<file path="src/rtl/wb_arb_pkg.sv">
// Shared constants for the two-master Wishbone arbiter: bus widths and one-hot FSM encodings.
package wb_arb_pkg;

  localparam int WB_ADR_W = 36;
  localparam int WB_DAT_W = 32;
  localparam int WB_SEL_W = 4;

  localparam logic [2:0] ARB_IDLE = 3'b001;
  localparam logic [2:0] ARB_OWN0 = 3'b010;
  localparam logic [2:0] ARB_OWN1 = 3'b100;

  typedef enum logic [2:0] {
    S_IDLE = ARB_IDLE,
    S_OWN0 = ARB_OWN0,
    S_OWN1 = ARB_OWN1
  } arb_state_t;

endpackage

</file>
<file path="src/rtl/wb_arb_watchdog.sv">
// Bus-hang watchdog: counts strobe cycles without ack and flags expiry on the last allowed cycle.
module wb_arb_watchdog #(
  parameter int TIMEOUT_CYCLES = 255
) (
  input  logic clk,
  input  logic nreset,
  input  logic clr,
  input  logic en,
  output logic expire
);

  localparam int CW     = (TIMEOUT_CYCLES > 0) ? $clog2(TIMEOUT_CYCLES + 1) : 1;
  localparam int TC_INT = (TIMEOUT_CYCLES > 0) ? TIMEOUT_CYCLES - 1 : 0;
  localparam logic [CW-1:0] TC  = TC_INT[CW-1:0];
  localparam logic [CW-1:0] ONE = CW'(1);

  logic [CW-1:0] cnt_q;

  always_ff @(posedge clk or negedge nreset) begin
    if (!nreset) begin
      cnt_q <= '0;
    end else if (clr) begin
      cnt_q <= '0;
    end else if (en && (cnt_q != '1)) begin
      cnt_q <= cnt_q + ONE;
    end
  end

  // The cycle that would reach TIMEOUT_CYCLES is the expiry cycle itself, so err fires on the Nth strobe.
  assign expire = (TIMEOUT_CYCLES > 0) && en && (cnt_q == TC);

endmodule

</file>
<file path="src/rtl/wb_arbiter_2m.sv">
// Two-master Wishbone arbiter (m0 = LIMB/EC bridge, m1 = CPU side) with bus-hang watchdog.
//   state  | meaning
//   S_IDLE | no owner, slave outputs zero, arbitration of pending requests
//   S_OWN0 | master 0 owns the bus until it drops cyc or the watchdog fires
//   S_OWN1 | master 1 owns the bus until it drops cyc or the watchdog fires
import wb_arb_pkg::*;

module wb_arbiter_2m #(
  parameter bit FIXED_PRIO     = 1'b0,
  parameter int TIMEOUT_CYCLES = 255
) (
  input  logic                clk,
  input  logic                nreset,
  input  logic [WB_ADR_W-1:0] m0_adr_i,
  input  logic [WB_DAT_W-1:0] m0_dat_i,
  input  logic [WB_SEL_W-1:0] m0_sel_i,
  input  logic                m0_we_i,
  input  logic                m0_stb_i,
  input  logic                m0_cyc_i,
  output logic                m0_ack_o,
  output logic                m0_err_o,
  input  logic [WB_ADR_W-1:0] m1_adr_i,
  input  logic [WB_DAT_W-1:0] m1_dat_i,
  input  logic [WB_SEL_W-1:0] m1_sel_i,
  input  logic                m1_we_i,
  input  logic                m1_stb_i,
  input  logic                m1_cyc_i,
  output logic                m1_ack_o,
  output logic                m1_err_o,
  output logic [WB_DAT_W-1:0] m_dat_o,
  output logic [WB_ADR_W-1:0] s_adr_o,
  output logic [WB_DAT_W-1:0] s_dat_o,
  output logic [WB_SEL_W-1:0] s_sel_o,
  output logic                s_we_o,
  output logic                s_stb_o,
  output logic                s_cyc_o,
  input  logic [WB_DAT_W-1:0] s_dat_i,
  input  logic                s_ack_i,
  output logic [1:0]          grant_o,
  output logic                timeout_o
);

  arb_state_t state_q, state_d;
  logic       last_q, last_d;   // 0: m0 owned last, 1: m1 owned last
  logic       own0, own1;
  logic       expire;
  logic       timeout_q;

  assign own0 = (state_q == S_OWN0);
  assign own1 = (state_q == S_OWN1);

  always_ff @(posedge clk or negedge nreset) begin
    if (!nreset) begin
      state_q   <= S_IDLE;
      last_q    <= 1'b1;
      timeout_q <= 1'b0;
    end else begin
      state_q   <= state_d;
      last_q    <= last_d;
      timeout_q <= expire;
    end
  end

  always_comb begin
    state_d = state_q;
    last_d  = last_q;
    case (state_q)
      S_IDLE: begin
        if (m0_cyc_i && m1_cyc_i) begin
          if (FIXED_PRIO || last_q) state_d = S_OWN0;
          else                      state_d = S_OWN1;
        end else if (m0_cyc_i) begin
          state_d = S_OWN0;
        end else if (m1_cyc_i) begin
          state_d = S_OWN1;
        end
      end
      S_OWN0: begin
        if (!m0_cyc_i || expire) begin
          state_d = S_IDLE;
          last_d  = 1'b0;
        end
      end
      S_OWN1: begin
        if (!m1_cyc_i || expire) begin
          state_d = S_IDLE;
          last_d  = 1'b1;
        end
      end
      default: state_d = S_IDLE;
    endcase
  end

  always_comb begin
    s_adr_o = '0;
    s_dat_o = '0;
    s_sel_o = '0;
    s_we_o  = 1'b0;
    s_stb_o = 1'b0;
    s_cyc_o = 1'b0;
    if (own0) begin
      s_adr_o = m0_adr_i;
      s_dat_o = m0_dat_i;
      s_sel_o = m0_sel_i;
      s_we_o  = m0_we_i;
      s_stb_o = m0_stb_i & m0_cyc_i;
      s_cyc_o = m0_cyc_i;
    end else if (own1) begin
      s_adr_o = m1_adr_i;
      s_dat_o = m1_dat_i;
      s_sel_o = m1_sel_i;
      s_we_o  = m1_we_i;
      s_stb_o = m1_stb_i & m1_cyc_i;
      s_cyc_o = m1_cyc_i;
    end
  end

  wb_arb_watchdog #(
    .TIMEOUT_CYCLES(TIMEOUT_CYCLES)
  ) u_watchdog (
    .clk    (clk),
    .nreset (nreset),
    .clr    (~s_stb_o | s_ack_i | (state_q == S_IDLE)),
    .en     (s_stb_o & ~s_ack_i),
    .expire (expire)
  );

  // Ack also needs the owner's cyc so a slave ack arriving as the master releases is dropped.
  assign m0_ack_o  = s_ack_i & own0 & m0_cyc_i;
  assign m1_ack_o  = s_ack_i & own1 & m1_cyc_i;
  assign m0_err_o  = expire & own0;
  assign m1_err_o  = expire & own1;
  assign m_dat_o   = s_dat_i;
  assign grant_o   = {own1, own0};
  assign timeout_o = timeout_q;

endmodule

</file>
<file path="config.mk">
export PLATFORM = sky130hd
export DESIGN_NAME = wb_arbiter_2m
export DESIGN_NICKNAME = d
export VERILOG_FILES = /design/src/rtl/wb_arb_pkg.sv /design/src/rtl/wb_arb_watchdog.sv /design/src/rtl/wb_arbiter_2m.sv
export SDC_FILE = /design/constraint.sdc
export NUM_CORES = 1
export LEC_CHECK = 0
export ABC_AREA = 1
export CAP_MARGIN = 20
export CORE_AREA = 2 2 116 118
export CTS_CLUSTER_DIAMETER = 120
export DETAILED_ROUTE_END_ITERATION = 8
export DIE_AREA = 0 0 118 120
export PLACE_DENSITY = 0.62
export SLEW_MARGIN = 40
export SYNTH_ARGS = -nofsm -noshare
export SYNTH_HDL_FRONTEND = slang
export SYNTH_SLANG_ARGS = --single-unit
</file>
<file path="constraint.sdc">
create_clock -name clk -period 2.05 [get_ports clk]
set_input_delay 0.41 -clock clk [delete_from_list [all_inputs] [get_ports clk]]
set_output_delay 0.41 -clock clk [all_outputs]
set_load 0.01 [all_outputs]
</file>
==> metrics.md <==
| Metric | Value |
|---|---|
| Status | `finished clean` |
| Cell Area, Synth | `0.00175 mm^2` |
| Crit Path Class | `reg2out` |
| Hold WC Path Type | `reg2reg` |
| Worst rel slew slack | `0.595` |
| DR vias | `roughly 2,600` |
| Initial core utilization | `0.135` |
| DRT iter0 DRCs | `187` |
| Area of the die | `0.0142 mm^2` |
| Number of global-route vias before repair | `2,591` |
| Clk_skew | `~0.007 ns` |
| Max-Cap Viols | `0` |
| Final Setup Violations | `0` |
| CORE AREA | `around 0.013 mm^2` |
| IO buf count | `234` |
| H-tree depth | `1` |
| Routed WL per cell | `roughly 18 um` |
| RSZ-0062 raised after global routing | `yes` |
| Reg2Reg Depth | `9` |
| Crit share post-route | `0.998` |
| Synth Register Bits | `13` |
| Total power draw | `2.74 mW` |
| CP Launch Type | `flop` |
| Detailed placement HPWL | `about 8000 um` |
| Async SR Flop Fraction | `1.00` |
| Largest net degree at the start of global routing | `30` |
| TritonCTS clock tree | `done` |
| CTS buffer count | `3` |
| # diodes | `0` |
| Clock Pin Slew Worst Setup and Hold Paths | `around 0.040 ns` |
| Leading area contributor after synthesis | `a22o_1` |
| Commonest cells post-synth | `a22o_1 (73), buf_4 (44), nand2_1 (18)` |
| Num Clock Sinks | `13` |
| Site row count | `between 40 and 50` |
| Die X-Extent | `between 100 and 150 um` |
| Placed inst area | `0.00415 mm^2` |
| Slew @ Worst Pin | `~0.61 ns` |
| Worst Hold End | `last_q$_DFFE_PN1P_` |
| Worst endpoint required time | `1.64 ns` |
| Finished Cell Area | `0.00407 mm^2` |
| Detailed Route WL | `10,800 um` |
| Synth top area cells | `a22o_1 (37%), buf_4 (19%), dfrtp_1 (16%), nand2_1 (3.9%), dfstp_2 (3.0%)` |
| Post-synthesis sequential area ratio | `0.188` |
| Number of library cell types mapped by synthesis | `25` |
| Layout Nets | `618` |
| Die span in y | `120 um` |
| Most frequent cell after synthesis | `a22o_1` |
| Global Route Usage Sum | `0.138` |
| Max Root-Sink Buffers | `2` |
| Vias per inst | `4.26` |
| Hold path depth | `2` |
| Total gr overflow | `0` |
| Post-synthesis instance total | `roughly 220` |
| # IOs | `299` |
| Max Transition Viols Final | `0` |
| R2r endpoint | `u_watchdog.cnt_q[1]$_DFFE_PN0P_` |
| Area Overhead vs Synth | `133%` |
| WHS | `0.469 ns` |
| Final RePlAce weighted congestion | `between 0.8 and 0.9` |
| Crit-path max FO | `15` |
| First-pass GRT wire length | `15,500 um` |
| Initial antenna violation count | `0` |
| Clk root buf | `clkbuf_16` |
| Fin. Hold Viols | `0` |
| VDD IR max | `between 0.0003 and 0.0004 V` |
| Worst skew pair latency | `0.24 ns` |
| Number of synthesized flops with an enable pin | `0` |
| Pre-antenna DRT Iters | `4` |
| Post-Syn Area per Cell | `8.09 um^2` |
| Leak | `1.85 nW` |
| Synth top area share | `0.366` |
| Yosys Warn Count | `0` |
| Syn nets | `about 400` |
| Fmax | `489 MHz` |
| Worst r2r src | `state_q[0]$_DFFE_PN1P_` |
| Cell area power density | `673 mW/mm^2` |
| # DRC | `0` |
| Post-route ant nets | `0` |
| Core Util, Final | `0.314` |
| Layout cell share with drive strength beyond 1 | `0.293` |
| CP arrival | `around 1.6 ns` |
| CP Capture Type | `output port` |
| CTS Hold Buffers Added | `0` |
| Reg2Reg Setup Slack | `slightly below 0.6 ns` |
| Main flop type after synthesis | `dfrtp_1` |
| Critical hold path startpoint | `last_q$_DFFE_PN1P_` |
| Final Critical Period | `2.05 ns` |
[timing repair]
action / CTS / global route
gates resized for setup: 276 / 38
gates cloned: 3 / 2
pin swaps: 3 / 7
buffers inserted: 3 / 0
setup endpoints to repair: 81 / 71
[how the worst max path moves through the flow]
stage	slack, ns	from	cells after the start	endpoint
2_1_floorplan	0.39	state_q[0]$_DFFE_PN1P_	6	s_adr_o[19]
3_3_place_gp	-0.18	m1_cyc_i	6	m1_err_o
6_report	0.005	state_q[0]$_DFFE_PN1P_	6	s_adr_o[14]
4_1_cts	-0.05	state_q[0]$_DFFE_PN1P_	7	s_adr_o[35]
5_1_grt	-0.06	state_q[0]$_DFFE_PN1P_	6	s_adr_o[17]
3_5_place_dp	-0.28	m1_cyc_i	6	m0_err_o
[kinds of logic after synthesis]
group           share of synthesized area
flops                               0.188
simple gates                        0.140
fa+ha+maj                          0.0143
compound gates                      0.395
xor+xnor                           0.0251
buf+inv                             0.239
[cells in the final DEF (no fill, tap or decap), drive strengths merged]
master | synthesis | layout
nor2 | 11 | 11
dfrtp | 11 | 11
nand4 | 4 | 4
a22o | 73 | 73
nor3 | 4 | 4
clkdlybuf4s15 | 0 | 5
xnor2 | 3 | 3
o22ai | 1 | 1
dlygate4sd2 | 0 | 4
o31ai | 1 | 1
or2 | 2 | 2
buf | 51 | 79
a21oi | 6 | 6
ha | 2 | 2
xor2 | 2 | 2
clkdlybuf4s50 | 0 | 152
nand3 | 6 | 6
clkbuf | 0 | 23
a31oi | 1 | 1
dfstp | 2 | 2
inv | 12 | 12
dlymetal6s2s | 0 | 1
nand2 | 24 | 24
clkinv | 0 | 1
[area by class of cell]
type                            instances  area, um^2
Multi-Input combinational cell        140        1030
Clock buffer                            3        75.1
Sequential cell                        13         328
Clock inverter                          1        5.00
Tap cell                              176         220
Timing Repair Buffer                  261        2360
Inverter                               12        57.6
Fill cell                            1401        8910
[per-stage QoR]
step                std cells  TNS (ns)  setup slack [ns]
finish                    606         0           0.00457
global route              606    -0.290           -0.0591
global placement          596     -1.76            -0.184
floorplan                 216         0             0.392
CTS                       606    -0.665           -0.0486
detailed placement        596     -4.05            -0.279
[per-layer routing]
metal	vias to the layer above	wire length, um	track usage
li1	1197	-	-
met1	1207	4590	0.179
met2	161	4990	0.225
met3	18	941	0.0366
met4	0	229	0.0369
met5	-	0	0
[sequential cells by signal, summed over array words and instances, names as in the netlist]
name / count
state_q: 3
last_q: 1
timeout_o: 1
u_watchdog.cnt_q: 8
[power breakdown]
group          switching (mW)  internal, mW
combinational           0.956          1.07
clock                   0.112         0.260
sequential             0.0313         0.310
[critical path, stage by stage (launching register included)]
cell and delay (ns):
dfstp_2 0.55, nor2_2 0.06, nand2_2 0.10, inv_6 0.07, buf_12 0.15, a22o_1 0.22, clkdlybuf4s15_2 0.23
(Power assumes the default switching activity.)
